## config.mk

```make
export PLATFORM = sky130hd
export DESIGN_NAME = trigger_conditioner
export DESIGN_NICKNAME = d
export VERILOG_FILES = /design/src/rtl/trigger_conditioner.sv
export SDC_FILE = /design/constraint.sdc
export NUM_CORES = 1
export LEC_CHECK = 0
export CAP_MARGIN = 20
export CORE_ASPECT_RATIO = 1.2
export CORE_MARGIN = 8
export CORE_UTILIZATION = 45
export DETAILED_ROUTE_END_ITERATION = 8
export PLACE_DENSITY_LB_ADDON = 0.15
export REMOVE_ABC_BUFFERS = 1
export SKIP_CTS_REPAIR_TIMING = 1
export SYNTH_ARGS = -nofsm -noshare
export SYNTH_HDL_FRONTEND = slang
export SYNTH_SLANG_ARGS = --single-unit
```

## constraint.sdc

```tcl
create_clock -name clk -period 3.9 [get_ports clk]
set_clock_uncertainty 0.2 [all_clocks]
set_input_delay 0.78 -clock clk [delete_from_list [all_inputs] [get_ports clk]]
set_output_delay 0.78 -clock clk [all_outputs]
set_load 0.02 [all_outputs]
```

## src/rtl/trigger_conditioner.sv

```systemverilog
// External trigger front-end: synchronizer, inversion, stability filter,
// post-edge hold-off, edge pulses and a saturating glitch counter.
module trigger_conditioner #(
  parameter int FILTER_W  = 4,
  parameter int HOLDOFF_W = 8
) (
  input  logic                 clk,
  input  logic                 rst_n,
  input  logic                 trigger_pin,
  input  logic                 is_invert,
  input  logic [FILTER_W-1:0]  filter_len,
  input  logic [HOLDOFF_W-1:0] holdoff,
  input  logic                 glitch_clear,
  output logic                 trigger,
  output logic                 rising_pulse,
  output logic                 falling_pulse,
  output logic [7:0]           glitch_count,
  output logic                 is_holdoff
);

  typedef enum logic [1:0] {
    IDLE,
    QUALIFY,
    HOLDOFF
  } state_e;

  state_e               state_q;
  logic                 sync0_q;
  logic                 sync1_q;
  logic                 trig_q;
  logic                 rise_q;
  logic                 fall_q;
  logic                 hold_q;
  logic [7:0]           glitch_q;
  logic [FILTER_W-1:0]  cnt_q;
  logic [HOLDOFF_W-1:0] hcnt_q;

  logic                 s;
  logic                 differ;
  logic                 accept;
  logic                 glitch;
  logic [FILTER_W-1:0]  cnt_eval;
  logic [FILTER_W-1:0]  cnt_d;

  always_comb begin
    s        = sync1_q ^ is_invert;
    differ   = s != trig_q;
    // IDLE evaluates a new candidate in the same cycle with a zero count
    cnt_eval = (state_q == IDLE) ? '0 : cnt_q;
    accept   = (state_q != HOLDOFF) && differ
               && (cnt_eval >= filter_len);
    glitch   = (state_q == QUALIFY) && !differ;
    cnt_d    = (cnt_eval == '1) ? cnt_eval
                                : cnt_eval + 1'b1;
  end

  always_ff @(posedge clk or negedge rst_n) begin
    if (!rst_n) begin
      state_q  <= IDLE;
      sync0_q  <= 1'b0;
      sync1_q  <= 1'b0;
      trig_q   <= 1'b0;
      rise_q   <= 1'b0;
      fall_q   <= 1'b0;
      hold_q   <= 1'b0;
      glitch_q <= '0;
      cnt_q    <= '0;
      hcnt_q   <= '0;
    end else begin
      sync0_q <= trigger_pin;
      sync1_q <= sync0_q;
      rise_q  <= 1'b0;
      fall_q  <= 1'b0;

      if (glitch_clear) begin
        glitch_q <= '0;
      end else if (glitch && glitch_q != 8'hff) begin
        glitch_q <= glitch_q + 8'd1;
      end

      unique case (state_q)
        IDLE, QUALIFY: begin
          if (accept) begin
            trig_q <= s;
            rise_q <= s;
            fall_q <= ~s;
            cnt_q  <= '0;
            hcnt_q <= holdoff;
            if (holdoff != '0) begin
              state_q <= HOLDOFF;
              hold_q  <= 1'b1;
            end else begin
              state_q <= IDLE;
            end
          end else if (differ) begin
            state_q <= QUALIFY;
            cnt_q   <= cnt_d;
          end else begin
            state_q <= IDLE;
            cnt_q   <= '0;
          end
        end
        HOLDOFF: begin
          cnt_q  <= '0;
          hcnt_q <= hcnt_q - 1'b1;
          if (hcnt_q <= HOLDOFF_W'(1)) begin
            state_q <= IDLE;
            hold_q  <= 1'b0;
          end
        end
        default: begin
          state_q <= IDLE;
        end
      endcase
    end
  end

  assign trigger       = trig_q;
  assign rising_pulse  = rise_q;
  assign falling_pulse = fall_q;
  assign glitch_count  = glitch_q;
  assign is_holdoff    = hold_q;

endmodule

```

==> flow_metrics.tcl <==
set metrics [dict create \
    firstDrtPassIters 5 \
    fin_nets 217 \
    areaGrowthSynthToFinish_pct 22.0 \
    fin_tns_setup_ns 0 \
    cts_tree "done" \
    vias 1285 \
    crit_path_cell_trace "clkdlybuf4s50_1 > ha_1 > nand2b_1 > a2111o_1 > nand3_1 > a21oi_1 > o221a_2" \
    intPower_w 0.000649 \
    ios 29 \
    start_util_pct 47.1 \
    timing.final.crit_share_pct 74.5 \
    ctsHtreeMaxLevel 1 \
    slew_viol_final 0 \
    seqCellArea_um2 701 \
    yosysSeqAreaShare_pct 44.2 \
    multi_input_area_um2 812 \
    final_cells 228 \
    finalSetupViolCount 0 \
    final.min_clock_period_ns 2.90 \
    core_area_um2 3370 \
    die-area_um2 5690 \
    ys_seq_elements 28 \
    worstSetupEndpointType "flip-flop" \
    rsz0062_at_grt "false" \
    yosysTopAreaCellShare_pct 44.2 \
    yosys_warnings 0 \
    place.gp.congestion 0.746 \
    crit_type "primary input to flip-flop" \
    hold_violations 0 \
    antenna_found_initial 0 \
    clockPowerShare_pct 17.0 \
    avgViaCountPerCell 5.64 \
    insertedDiodeCount 0 \
    max_cap_violations 0 \
    netSwitchingFraction_pct 38.1 \
    yosysUniqueCellTypes 42 \
    clkLatencyLatePin_ns 0.27 \
    critPathArrivalTime_ns 2.87 \
    cp.required_ns 3.87 \
    clockBufferDepth 2 \
    slew_headroom_pct 59.9 \
    syn_area_um2 1590 \
    clock.fmax_ghz 0.344 \
    tightest_slew_ns 0.600 \
    rows 23 \
    combinationalPowerShare_pct 40.1 \
    clkSlewWorstSetupHoldPaths_ns 0.09 \
    die_w_um 70.2 \
    track_usage_pct 12.4 \
    dp_cells 224 \
    fp.dieH_um 81.0 \
    final_util_pct 57.5 \
    n_fill_cell 317 \
    wire_per_inst_um 15.0 \
    dp_hpwl_um 2710 \
    synth_cells 164 \
    irDropWorstVdd_uv 350 \
    drc 0 \
    grt_max_degree 29 \
    design_area_um2 1940 \
    dpl_cell_area_um2 1880 \
    drt_iter0_drc 66 \
    switching_power_w 0.000399 \
    outcome "finished, final reports clean" \
    grt_pass1_vias 1327 \
    wl_um 3430 \
    drive_gt1_share_pct 7.33 \
    globalRouteOverflowTotal 0 \
    max_stage_delay_ns 0.48 \
    seq_power_share_pct 42.8 \
    holdCritPathClass "flip-flop to flip-flop" \
    p_leak_nw 0.821 \
    grt_pass1_wl_um 5870 \
    startpoint_type "primary input" \
    power.density_nw_per_um2 541 \
    layout_common_cells "28 x dfrtp_1, 28 x clkdlybuf4s50_1, 19 x nand2_1, 16 x nor2_1, 9 x inv_1" \
    synth_area_leader_cell "dfrtp_1" \
    syn_area_per_cell_um2 9.67 \
    synth_area_leaders "dfrtp_1 44%, ha_1 6.3%, nand2_1 4.5%" \
    root_buffer "clkbuf_8" \
    clock_sinks 28 \
    ant_nets 0 \
    portBuffers 28 \
    numCtsBuffers 3 \
    cp_max_fo 13 \
    crit_slowest_cell "a2111o_1" \
]
## synth_stat cells
| library cell | n |
|---|---|
| a2111o_1 | 1 |
| a211oi_1 | 2 |
| a21boi_4 | 1 |
| a21oi_1 | 8 |
| a22oi_1 | 2 |
| a31oi_1 | 1 |
| a41oi_2 | 1 |
| and2_1 | 1 |
| and2b_1 | 1 |
| and3_1 | 2 |
| buf_1 | 1 |
| buf_2 | 2 |
| buf_6 | 2 |
| clkbuf_1 | 1 |
| dfrtp_1 | 28 |
| ha_1 | 8 |
| inv_1 | 9 |
| mux2i_1 | 1 |
| nand2_1 | 19 |
| nand2b_1 | 3 |
| nand3_1 | 7 |
| nand3b_1 | 2 |
| nand4_1 | 2 |
| nor2_1 | 16 |
| nor2_4 | 1 |
| nor2b_1 | 5 |
| nor3_1 | 6 |
| nor3_2 | 1 |
| nor3b_1 | 1 |
| nor4_1 | 2 |
| nor4_2 | 1 |
| o211ai_1 | 4 |
| o21ai_0 | 6 |
| o21ai_1 | 2 |
| o221a_2 | 2 |
| o311ai_0 | 1 |
| o311ai_1 | 1 |
| o311ai_4 | 1 |
| or3_1 | 2 |
| xnor2_1 | 4 |
| xnor3_2 | 1 |
| xor2_1 | 2 |
## final cells by class
type | instances | share of cell area, %
Clock buffer | 4 | 2.84
Tap cell | 37 | 2.39
Timing Repair Buffer | 29 | 14.9
Inverter | 9 | 1.75
Sequential cell | 28 | 36.2
Multi-Input combinational cell | 121 | 42.0
## per-layer routing
metal	vias to the layer above	part of all wire (%)	global-route usage [%]	wire length [um]
met5	-	0	0	0
met4	0	0.70	4.23	24
met3	4	4.6	3.29	157
met2	20	51	22.3	1760
met1	628	43	14.1	1490
li1	633	-	-	-
## metrics by stage
stage / hold slack [ns] / worst slack (ns) / total power, W
after floorplan: 0.131 / 1.34 / 0.000741
after global placement: 0.137 / 0.802 / 0.000857
after detailed placement: 0.146 / 0.711 / 0.000874
after CTS: 0.168 / 0.998 / 0.00106
after global routing: 0.170 / 0.833 / 0.00112
final: 0.162 / 0.996 / 0.00105
## path summary, 6_finish.rpt
path / startpoint / to / slack (ns) / cells after the start
setup / recovery: filter_len[0] / hcnt_q[6]$_DFFE_PN0P_ / 1.0 / 7
hold / removal: sync0_q$_DFF_PN0_ / sync1_q$_DFF_PN0_ / 0.16 / 0
setup reg to reg: state_q[1]$_DFFE_PN0N_ / hcnt_q[6]$_DFFE_PN0P_ / 1.05 / 7
hold reg to reg: sync0_q$_DFF_PN0_ / sync1_q$_DFF_PN0_ / 0.16 / 0
max in group asynchronous: rst_n / glitch_count[0]$_DFFE_PN0P_ / 2.56 / 2
min in group asynchronous: rst_n / glitch_count[1]$_DFFE_PN0P_ / 0.67 / 2
## power groups by stage
stage	Sequential [W]	Combinational, W	Clock, W
after CTS	0.000448	0.000425	0.000184
after detailed placement	0.000453	0.000421	0
after floorplan	0.000451	0.000290	0
after global placement	0.000450	0.000407	0
final	0.000449	0.000421	0.000178
after global routing	0.000461	0.000467	0.000195
## flip-flops by register name, indices dropped and copies added, names as in the netlist
name	cells
is_holdoff	1
trigger	1
rising_pulse	1
cnt_q	4
sync0_q	1
glitch_count	8
falling_pulse	1
state_q	2
hcnt_q	8
sync1_q	1
## critical path: cells and delay by family
family / cells / cell delay [ns]
AO/OA/AOI/OAI: 3 / 0.88
adder cells (fa/ha/maj): 1 / 0.28
buffers and inverters: 1 / 0.40
AND/OR/NAND/NOR: 2 / 0.53
## cells by family after synthesis
logic type,synth area share (%)
DFF,44.2
buffers and inverters,4.65
muxes,0.631
adders and majority gates,6.31
and+or+nand+nor,23.1
xor gates and xnor gates,4.81
AOI/OAI and AO/OA,16.3
Power figures use the tool's default switching activity.
